File: config.mk
export PLATFORM = sky130hd
export DESIGN_NAME = spi_master_param
export DESIGN_NICKNAME = d
export VERILOG_FILES = /design/src/rtl/spi_master_param.sv
export SDC_FILE = /design/constraint.sdc
export NUM_CORES = 1
export LEC_CHECK = 0
export CAP_MARGIN = 30
export CELL_PAD_IN_SITES_DETAIL_PLACEMENT = 1
export CELL_PAD_IN_SITES_GLOBAL_PLACEMENT = 2
export CORE_ASPECT_RATIO = 2
export CORE_UTILIZATION = 29
export DETAILED_ROUTE_END_ITERATION = 8
export DONT_BUFFER_PORTS = 1
export PLACE_DENSITY_LB_ADDON = 0.1
export SETUP_SLACK_MARGIN = 0.5
export SKIP_CTS_REPAIR_TIMING = 1
export SLEW_MARGIN = 40
export SYNTH_ARGS = -nofsm -noshare
export SYNTH_HDL_FRONTEND = slang
export SYNTH_SLANG_ARGS = --single-unit
File: constraint.sdc
create_clock -name clck_i -period 4.51 [get_ports clck_i]
set_input_delay 0.2255 -clock clck_i [delete_from_list [all_inputs] [get_ports clck_i]]
set_output_delay 0.2255 -clock clck_i [all_outputs]
set_load 0.03 [all_outputs]
File: src/rtl/spi_master_param.sv
// SPI master engine: runtime CPOL/CPHA, DATA_W-bit words, SCLK half-period of DIV clocks, NUM_SS selects.
// Optional macro SPI_LSB_FIRST_EN adds lsb_first_i to choose LSB-first bit order per transfer.
module spi_master_param #(
  parameter  int DATA_W = 32,
  parameter  int DIV    = 4,
  parameter  int NUM_SS = 2,
  localparam int SSW    = (NUM_SS > 1) ? $clog2(NUM_SS) : 1
) (
  input  logic              clck_i,
  input  logic              rst_i,
  input  logic              start_i,
  input  logic              cpol_i,
  input  logic              cpha_i,
  input  logic [SSW-1:0]    ss_sel_i,
  input  logic [DATA_W-1:0] tx_data_i,
`ifdef SPI_LSB_FIRST_EN
  input  logic              lsb_first_i,
`endif
  input  logic              miso_i,
  output logic              busy_o,
  output logic              done_o,
  output logic [DATA_W-1:0] rx_data_o,
  output logic              mosi_o,
  output logic              sclk_o,
  output logic [NUM_SS-1:0] ss_o
);

  localparam int TW = (DIV > 1) ? $clog2(DIV) : 1;
  localparam int EW = $clog2(2 * DATA_W);
  localparam logic [TW-1:0] TMR_LAST  = TW'(DIV - 1);
  localparam logic [EW-1:0] EDGE_LAST = EW'(2 * DATA_W - 1);

  typedef enum logic [2:0] {IDLE, LEAD, XFER, TRAIL, DONE} state_t;

  typedef struct packed {
    logic           cpol;
    logic           cpha;
    logic           lsb;
    logic [SSW-1:0] sel;
  } cfg_t;

  state_t            state, state_nxt;
  cfg_t              cfg, cfg_nxt;
  logic [TW-1:0]     tmr;
  logic [EW-1:0]     ecnt, edge_idx;
  logic [DATA_W-1:0] tx_sr, rx_sr;
  logic              lsb_in, accept, tmr_last, edge_fire, lead_edge, shift_ev, sample_ev;
  logic              busy_nxt, done_nxt, sclk_nxt, mosi_nxt;
  logic [NUM_SS-1:0] ss_nxt;

`ifdef SPI_LSB_FIRST_EN
  assign lsb_in = lsb_first_i;
`else
  assign lsb_in = 1'b0;
`endif

  function automatic logic first_bit(input logic [DATA_W-1:0] w, input logic lsb);
    return lsb ? w[0] : w[DATA_W-1];
  endfunction

  function automatic logic [DATA_W-1:0] shift_w(input logic [DATA_W-1:0] w, input logic lsb);
    return lsb ? (w >> 1) : (w << 1);
  endfunction

  // Edge k of the transfer: even k is the leading SCLK edge, odd k the trailing one.
  assign accept    = (state == IDLE) && start_i;
  assign tmr_last  = (tmr == TMR_LAST);
  assign edge_fire = tmr_last && ((state == LEAD) || (state == XFER && ecnt != EDGE_LAST));
  assign edge_idx  = (state == LEAD) ? '0 : ecnt + EW'(1);
  assign lead_edge = ~edge_idx[0];
  assign shift_ev  = edge_fire && (cfg.cpha ? lead_edge : (!lead_edge && edge_idx != EDGE_LAST));
  assign sample_ev = edge_fire && (cfg.cpha ? !lead_edge : lead_edge);

  always_comb begin
    cfg_nxt = cfg;
    if (accept) begin
      cfg_nxt.cpol = cpol_i;
      cfg_nxt.cpha = cpha_i;
      cfg_nxt.lsb  = lsb_in;
      cfg_nxt.sel  = ss_sel_i;
    end
  end

  always_ff @(posedge clck_i or negedge rst_i) begin
    if (!rst_i) state <= IDLE;
    else        state <= state_nxt;
  end

  always_comb begin
    state_nxt = state;
    case (state)
      IDLE:    if (start_i)                      state_nxt = LEAD;
      LEAD:    if (tmr_last)                     state_nxt = XFER;
      XFER:    if (tmr_last && ecnt == EDGE_LAST) state_nxt = TRAIL;
      TRAIL:   if (tmr_last)                     state_nxt = DONE;
      DONE:                                      state_nxt = IDLE;
      default:                                   state_nxt = IDLE;
    endcase
  end

  // Outputs are computed from the next state and registered, so pins never see a comb path.
  always_comb begin
    busy_nxt = (state_nxt != IDLE);
    done_nxt = (state_nxt == DONE);
    sclk_nxt = cfg_nxt.cpol;
    if (state_nxt == XFER) sclk_nxt = edge_fire ? ~sclk_o : sclk_o;
    mosi_nxt = mosi_o;
    if (state_nxt == IDLE || state_nxt == DONE) mosi_nxt = 1'b0;
    else if (accept)                            mosi_nxt = cpha_i ? 1'b0 : first_bit(tx_data_i, lsb_in);
    else if (shift_ev)                          mosi_nxt = first_bit(tx_sr, cfg.lsb);
    for (int i = 0; i < NUM_SS; i++)
      ss_nxt[i] = !(busy_nxt && !done_nxt && cfg_nxt.sel == SSW'(i));
  end

  always_ff @(posedge clck_i or negedge rst_i) begin
    if (!rst_i) begin
      busy_o <= 1'b0;
      done_o <= 1'b0;
      mosi_o <= 1'b0;
      sclk_o <= 1'b0;
      ss_o   <= '1;
    end else begin
      busy_o <= busy_nxt;
      done_o <= done_nxt;
      mosi_o <= mosi_nxt;
      sclk_o <= sclk_nxt;
      ss_o   <= ss_nxt;
    end
  end

  // For CPHA=0 the first bit is already on mosi at LEAD, so tx_sr starts one bit ahead.
  always_ff @(posedge clck_i or negedge rst_i) begin
    if (!rst_i) begin
      cfg       <= '0;
      tmr       <= '0;
      ecnt      <= '0;
      tx_sr     <= '0;
      rx_sr     <= '0;
      rx_data_o <= '0;
    end else begin
      cfg <= cfg_nxt;
      tmr <= (state == IDLE || tmr_last) ? '0 : tmr + TW'(1);
      if (edge_fire) ecnt <= edge_idx;
      if (accept)        tx_sr <= cpha_i ? tx_data_i : shift_w(tx_data_i, lsb_in);
      else if (shift_ev) tx_sr <= shift_w(tx_sr, cfg.lsb);
      if (accept)         rx_sr <= '0;
      else if (sample_ev) rx_sr <= cfg.lsb ? {miso_i, rx_sr[DATA_W-1:1]}
                                           : {rx_sr[DATA_W-2:0], miso_i};
      if (state_nxt == DONE) rx_data_o <= rx_sr;
    end
  end

endmodule

==> metrics.txt, run 1 <==
H-Tree Depth=4; Max Cap Viol=0; Nets=about 600; Net Sw Power=between 1.5 and 2 mW; cell mode on critical path=buf_4; fraction of layout cells with a size suffix above 1=between 15 and 20%; share of power burned in registers=45.8%; Place WS=around 1.7 ns; clock sink count=116; status=finished, violations left; WL/cell=between 15 and 20 um; CTS Buf Count=17; XOR/XNOR share of the synthesized area=less than 1%; Worst-path clk slew=roughly 0.05 ns; post-synthesis cell count=around 570; Syn. warnings=0; worst skew pair latency=roughly 0.41 ns; clk root buf=clkbuf_16; highest-delay cell along the critical path=dfrtp_1; simple-gate share of the synthesized area=between 20% and 30%; antenna cell count=0; f_max=363 MHz; CP Capture Type=flip-flop; die area=roughly 0.021 sq mm; mux cell area share after synthesis=between 5 and 6%; Netlist cell types=49; overall routing resource usage=approximately 15%; Synth Cell Area=slightly below 0.006 sq mm; Rel. slew slack=between 50 and 60%; Fin Setup TNS=0 ns; largest family of logic cells by synthesized area=simple AND/OR/NAND/NOR gates; hold_ws=-0.00773 ns; Filler cells=2251; Net Count, Synth=615; Synth top area share=around half; Post-synth ARST share=100%; CP max stage delay=approximately 0.50 ns; crit start category=flip-flop; violated checks=hold timing; min-delay src=start_i; Main synth FF type=dfrtp_1; Initial Util=roughly 29%; Yosys top cell by area=dfrtp_1; Final WS setup=between 1.5 and 2 ns; first-pass GRT wire length=approximately 24000 um; crit path DAT=3.00 ns; worst path cell trace=ha_1 -> xnor2_1 -> nor4b_4 -> o221ai_4 -> buf_4 -> o21ai_4 -> buf_4 -> a221oi_1; vias in the first global route=about 4700; Port Buf Inserts=0; Final HPWL DP=9220 um; P_int=2.82 mW; total wire length=approximately 14000 um; vias=around 4100; Synth Area in Compound Gates=16.8%; DIE HEIGHT=202 um; average cell area after synthesis=10.1 sq um; FF+latch count, synth=116; Ports=77; CTS Buffer Depth=2; Synth area leaders=dfrtp_1, a221oi_2, nand2_1; CTS tree=yes; Req. time, crit path=around 4.8 ns; Max Clock Skew=between 0.015 and 0.02 ns; Core Region=approximately 0.02 sq mm; PwrDens=674 mW/mm^2; Remaining DRCs=0; largest net degree at the start of global routing=117; DR iter-0 viols=between 100 and 150; Routed Antenna Nets=0; drt first pass iters=4; slew at the pin closest to its max-slew limit=~0.69 ns; worst-path fanout max=33; RSZ-0062 raised after global routing=no; Die X=approximately 100 um; final setup fails=0; Final Hold Fails=1; Via density=~5; Reg-to-Reg Start=ecnt[0]; Hold/Removal Path Class=in2reg; fin crit period=around 2.8 ns; num rows=73; Sw Share=about 36%; WS Path Type=reg2reg; register area share after synthesis=about half; GRT overflow=0; GPL Wtd Cong=a little over 0.7; Design Power=4.44 mW; area growth from synthesis to layout=13.0%; combinational power share=between 20% and 30%; Adder-Cell Fraction of Synth Area=less than 1%; power share of the clock group=between 20% and 30%; final period utilization=61.0%; antenna violations before repair=0; leak pwr=around 2.8 nW; final slew viol count=0; maximum VDD drop=228 uV; Crit. Startpoint=ecnt[0]; EDFF count, synth=0
power by group through the flow:
stage | Sequential [mW] | Clock (mW) | Combinational (mW)
final | 2.04 | 1.30 | 1.11
after global routing | 2.11 | 1.39 | 1.27
after CTS | 2.05 | 1.34 | 1.11
after detailed placement | 2.06 | 0 | 1.11
after global placement | 2.05 | 0 | 1.07
after floorplan | 1.94 | 0 | 0.993
cells in the final DEF (no fill, tap or decap), types with 3 or more instances in the layout:
cell           instances
nand2b_1               4
o21ai_0                8
clkinv_2               4
nor3_1                33
dlygate4sd3_1          4
and3_1                 3
nand3_1                4
nand2_1              116
a21oi_1                7
a221oi_2              30
and2_1                30
buf_4                  8
dfrtp_1              114
nor2b_1                5
a211oi_1              32
inv_1                  5
clkbuf_16             17
mux2i_1               32
clkinvlp_4             4
nor2_1                66
metal layers:
layer | global-route usage [%] | vias up | wire length, um
li1 | - | 1966 | -
met4 | 5.71 | 0 | 227
met5 | 0 | - | 0
met2 | 27.5 | 67 | 7890
met1 | 16.2 | 2066 | 5410
met3 | 3.49 | 13 | 433
worst paths after layout:
check | depth (start not counted) | slack, ns | end
min in group asynchronous | 2 | 0.42 | rx_data_o[26]
worst max register to register | 8 | 1.76 | tx_sr[30]
max in group asynchronous | 2 | 3.57 | state[0]
worst min-delay path | 2 | -0.008 | busy_o
worst max-delay path | 8 | 1.76 | tx_sr[30]
worst min register to register | 1 | 0.44 | tmr[0]
worst max-delay path: cells and delay by family, from the launching register on:
family	cells	cell delay, ns
xor+xnor	1	0.16
buf+inv	2	0.80
flops	1	0.50
compound gates	3	0.44
simple gates	1	0.30
fa+ha+maj	1	0.36
registers in the layout, indices dropped and copies added (netlist names), 2 cells and up:
name       cells
rx_sr         32
ecnt           6
tx_sr         32
state          3
cfg            3
ss_o           2
rx_data_o     32
tmr            2
synthesized netlist by cell type (6+ instances only):
| cell | number |
|---|---|
| nand2_1 | 116 |
| dfrtp_1 | 114 |
| nor2_1 | 67 |
| nor3_1 | 33 |
| a211oi_1 | 32 |
| mux2i_1 | 32 |
| and2_1 | 31 |
| a221oi_2 | 30 |
| clkbuf_1 | 17 |
| buf_2 | 13 |
| o21ai_0 | 8 |
| a21oi_1 | 7 |
| inv_1 | 6 |
through the flow:
stage / utilization, % / instances / cell area [sq um] / hold WS (ns)
final: 33.2 / 833 / 6580 / -0.00773
after detailed placement: 30.0 / 799 / 5950 / -0.0677
after global routing: 33.2 / 833 / 6580 / 0.0125
after CTS: 32.9 / 828 / 6520 / -0.516
after global placement: 30.0 / 799 / 5950 / -0.0678
after floorplan: - / 574 / 5820 / -0.0701
kinds of logic after synthesis:
family	after synthesis
buffers and inverters	51
XOR/XNOR	3
AND/OR/NAND/NOR	274
AO/OA/AOI/OAI	95
flip-flops	116
multiplexers	33
adder cells (fa/ha/maj)	2
layout make-up:
type	count	area, sq um	area share (%)
multi-input cells	407	2640	40.0
well taps	262	328	4.98
repair buffers	13	128	1.94
clock buffers	19	453	6.88
flip-flops and latches	116	2910	44.1
clock inverters	10	110	1.67
inverters	6	22.5	0.342
(Power assumes the default switching activity.)
==> run 2: changes to the inputs <==
==> constraint.sdc (replaced) <==
create_clock -name clck_i -period 2.6 [get_ports clck_i]
set_input_delay 0.13 -clock clck_i [delete_from_list [all_inputs] [get_ports clck_i]]
set_output_delay 0.13 -clock clck_i [all_outputs]
set_load 0.03 [all_outputs]
==> metrics.txt, run 2 (synthesis results as in run 1) <==
leak pwr=3.08 nW (+11%); final period utilization=80.4% (+19 points); most frequent cells in the layout=nand2_1, dfrtp_1, nor2_1; Place WS=0.215 ns (-1.52 ns); Remaining DRCs=0 (unchanged); first-pass GRT wire length=24200 um (+0.92%); CP Capture Type=flip-flop; largest net degree at the start of global routing=117 (unchanged); num rows=73 (unchanged); Placed Area=0.00606 sq mm (+1.9%); Net Sw Power=2.93 mW (+81%); Max Cap Viol=0 (unchanged); Worst-path clk slew=0.05 ns (about the same); Layout Cells excl Fill=879 (+5.5%); Port Buf Inserts=0 (unchanged); P_int=5.45 mW (+93%); cell area after layout=0.00728 sq mm (+11%); most common cell after layout, fill and taps aside=nand2_1; Fin Setup TNS=0 ns (unchanged); Routed Antenna Nets=0 (unchanged); GRT overflow=0 (unchanged); Regs by FF count=rx_data_o (32), rx_sr (32), tx_sr (32); Sw Share=35.0% (-1.5 points); combinational power share=26.2% (+1.3 points); overall routing resource usage=15.5% (+0.44 points); Finished Core Util=36.7% (+3.5 points); Final WS setup=0.510 ns (-1.25 ns); PwrDens=1150 mW/mm^2 (+71%); Max Clock Skew=0.00895 ns (-0.00716 ns); clk root buf=clkbuf_16; violated checks=hold timing; WL/cell=17.4 um (+3.7%); Initial Util=29.4% (unchanged); power share of the clock group=31.5% (+2.3 points); CTS Buffer Depth=2 (unchanged); DR iter-0 viols=82 (-38%); GPL Wtd Cong=0.706 (-0.37%); status=finished, violations left; final slew viol count=0 (unchanged); fin crit period=2.09 ns (-0.662 ns); Design Power=8.38 mW (+89%); Ports=77 (unchanged); f_max=479 MHz (+32%); crit start category=flip-flop; final setup fails=0 (unchanged); WS Path Type=reg2reg; Via density=4.94 (about the same); maximum VDD drop=465 uV (+100%); CTS tree=yes; vias=4343 (+5.6%); antenna violations before repair=0 (unchanged); total wire length=15300 um (+9.4%); Filler cells=2260 (+0.40%); crit path DAT=2.39 ns (-0.61 ns); antenna cell count=0 (unchanged); worst-path fanout max=6 (-82%); die area=0.0207 sq mm (unchanged); Placed Cells=809 (+1.3%); clock sink count=116 (unchanged); Hold/Removal Path Class=in2async; hold_ws=-0.601 ns (-0.593 ns); DIE HEIGHT=202 um (unchanged); fraction of layout cells with a size suffix above 1=21.2% (+5.1 points); drt first pass iters=4 (unchanged); H-Tree Depth=4 (unchanged); CTS Buf Count=17 (unchanged); area growth from synthesis to layout=25.0%; Final Hold Fails=124 (+123); share of power burned in registers=42.3% (-3.5 points); Nets=645 (+7.1%); slew at the pin closest to its max-slew limit=0.463 ns (-0.230 ns); Req. time, crit path=2.90 ns (-1.86 ns); Final HPWL DP=9660 um (+4.7%); Core Region=0.0198 sq mm (unchanged); Rel. slew slack=69.1% (+15 points); worst skew pair latency=0.42 ns (about the same); RSZ-0062 raised after global routing=yes; vias in the first global route=4774 (+2.0%); Die X=102 um (unchanged)
## run 2: cell count changes in the layout (fill, tap and decap cells not counted), sizes merged
| cell | before | now |
|---|---|---|
| and2 | 32 | 33 |
| buf | 9 | 28 |
| bufinv | 2 | 5 |
| clkbuf | 19 | 24 |
| clkinvlp | 4 | 1 |
| dlygate4sd3 | 4 | 22 |
| inv | 6 | 8 |
| o21ai | 10 | 11 |
## run 2: cell type report
class / instances / area (sq um) / area share [%]
Tap cell: 262 / 328 / 4.50
Sequential cell: 116 / 2910 / 40.0
Multi-Input combinational cell: 409 / 2750 / 37.7
Inverter: 6 / 22.5 / 0.309
Clock buffer: 20 / 467 / 6.41
Timing Repair Buffer: 54 / 608 / 8.35
Clock inverter: 12 / 199 / 2.73
## run 2: routing by layer
layer  part of all wire [%]  up-vias  global-route usage [%]
li1                       -     2059                       -
met1                     37     2184                    15.7
met2                     58       78                    28.6
met3                    2.9       22                    3.77
met4                    2.2        0                    7.35
met5                      0        -                       0
## run 2: path summary, 6_finish.rpt
| check | startpoint | endpoint | slack, ns | cells past startpoint |
|---|---|---|---|---|
| worst max-delay path | ecnt[1] | tx_sr[12] | 0.51 | 8 |
| worst max register to register | ecnt[1] | tx_sr[12] | 0.51 | 8 |
| max in group asynchronous | rst_i | ss_o[0] | 2.97 | 0 |
| min in group clck_i | tx_data_i[19] | tx_sr[20] | -0.02 | 2 |
| worst min-delay path | rst_i | rx_data_o[28] | -0.60 | 0 |
| worst min register to register | tmr[0] | tmr[0] | 0.45 | 1 |
## run 2: power by group through the flow
stage	clock network, mW	registers (mW)	logic (mW)
2_1_floorplan	0	3.36	1.72
3_3_place_gp	0	3.55	1.96
3_5_place_dp	0	3.58	2.03
4_1_cts	2.72	3.55	2.04
5_1_grt	2.79	3.68	2.47
6_report	2.64	3.55	2.20
## run 2: worst max-delay path: stages, from the launching register on
cell       delay [ns]
dfrtp_2          0.45
ha_4             0.18
buf_8            0.12
a21o_2           0.19
a21oi_1          0.29
o221ai_4         0.23
o21ai_4          0.21
clkbuf_16        0.23
a221oi_2         0.06
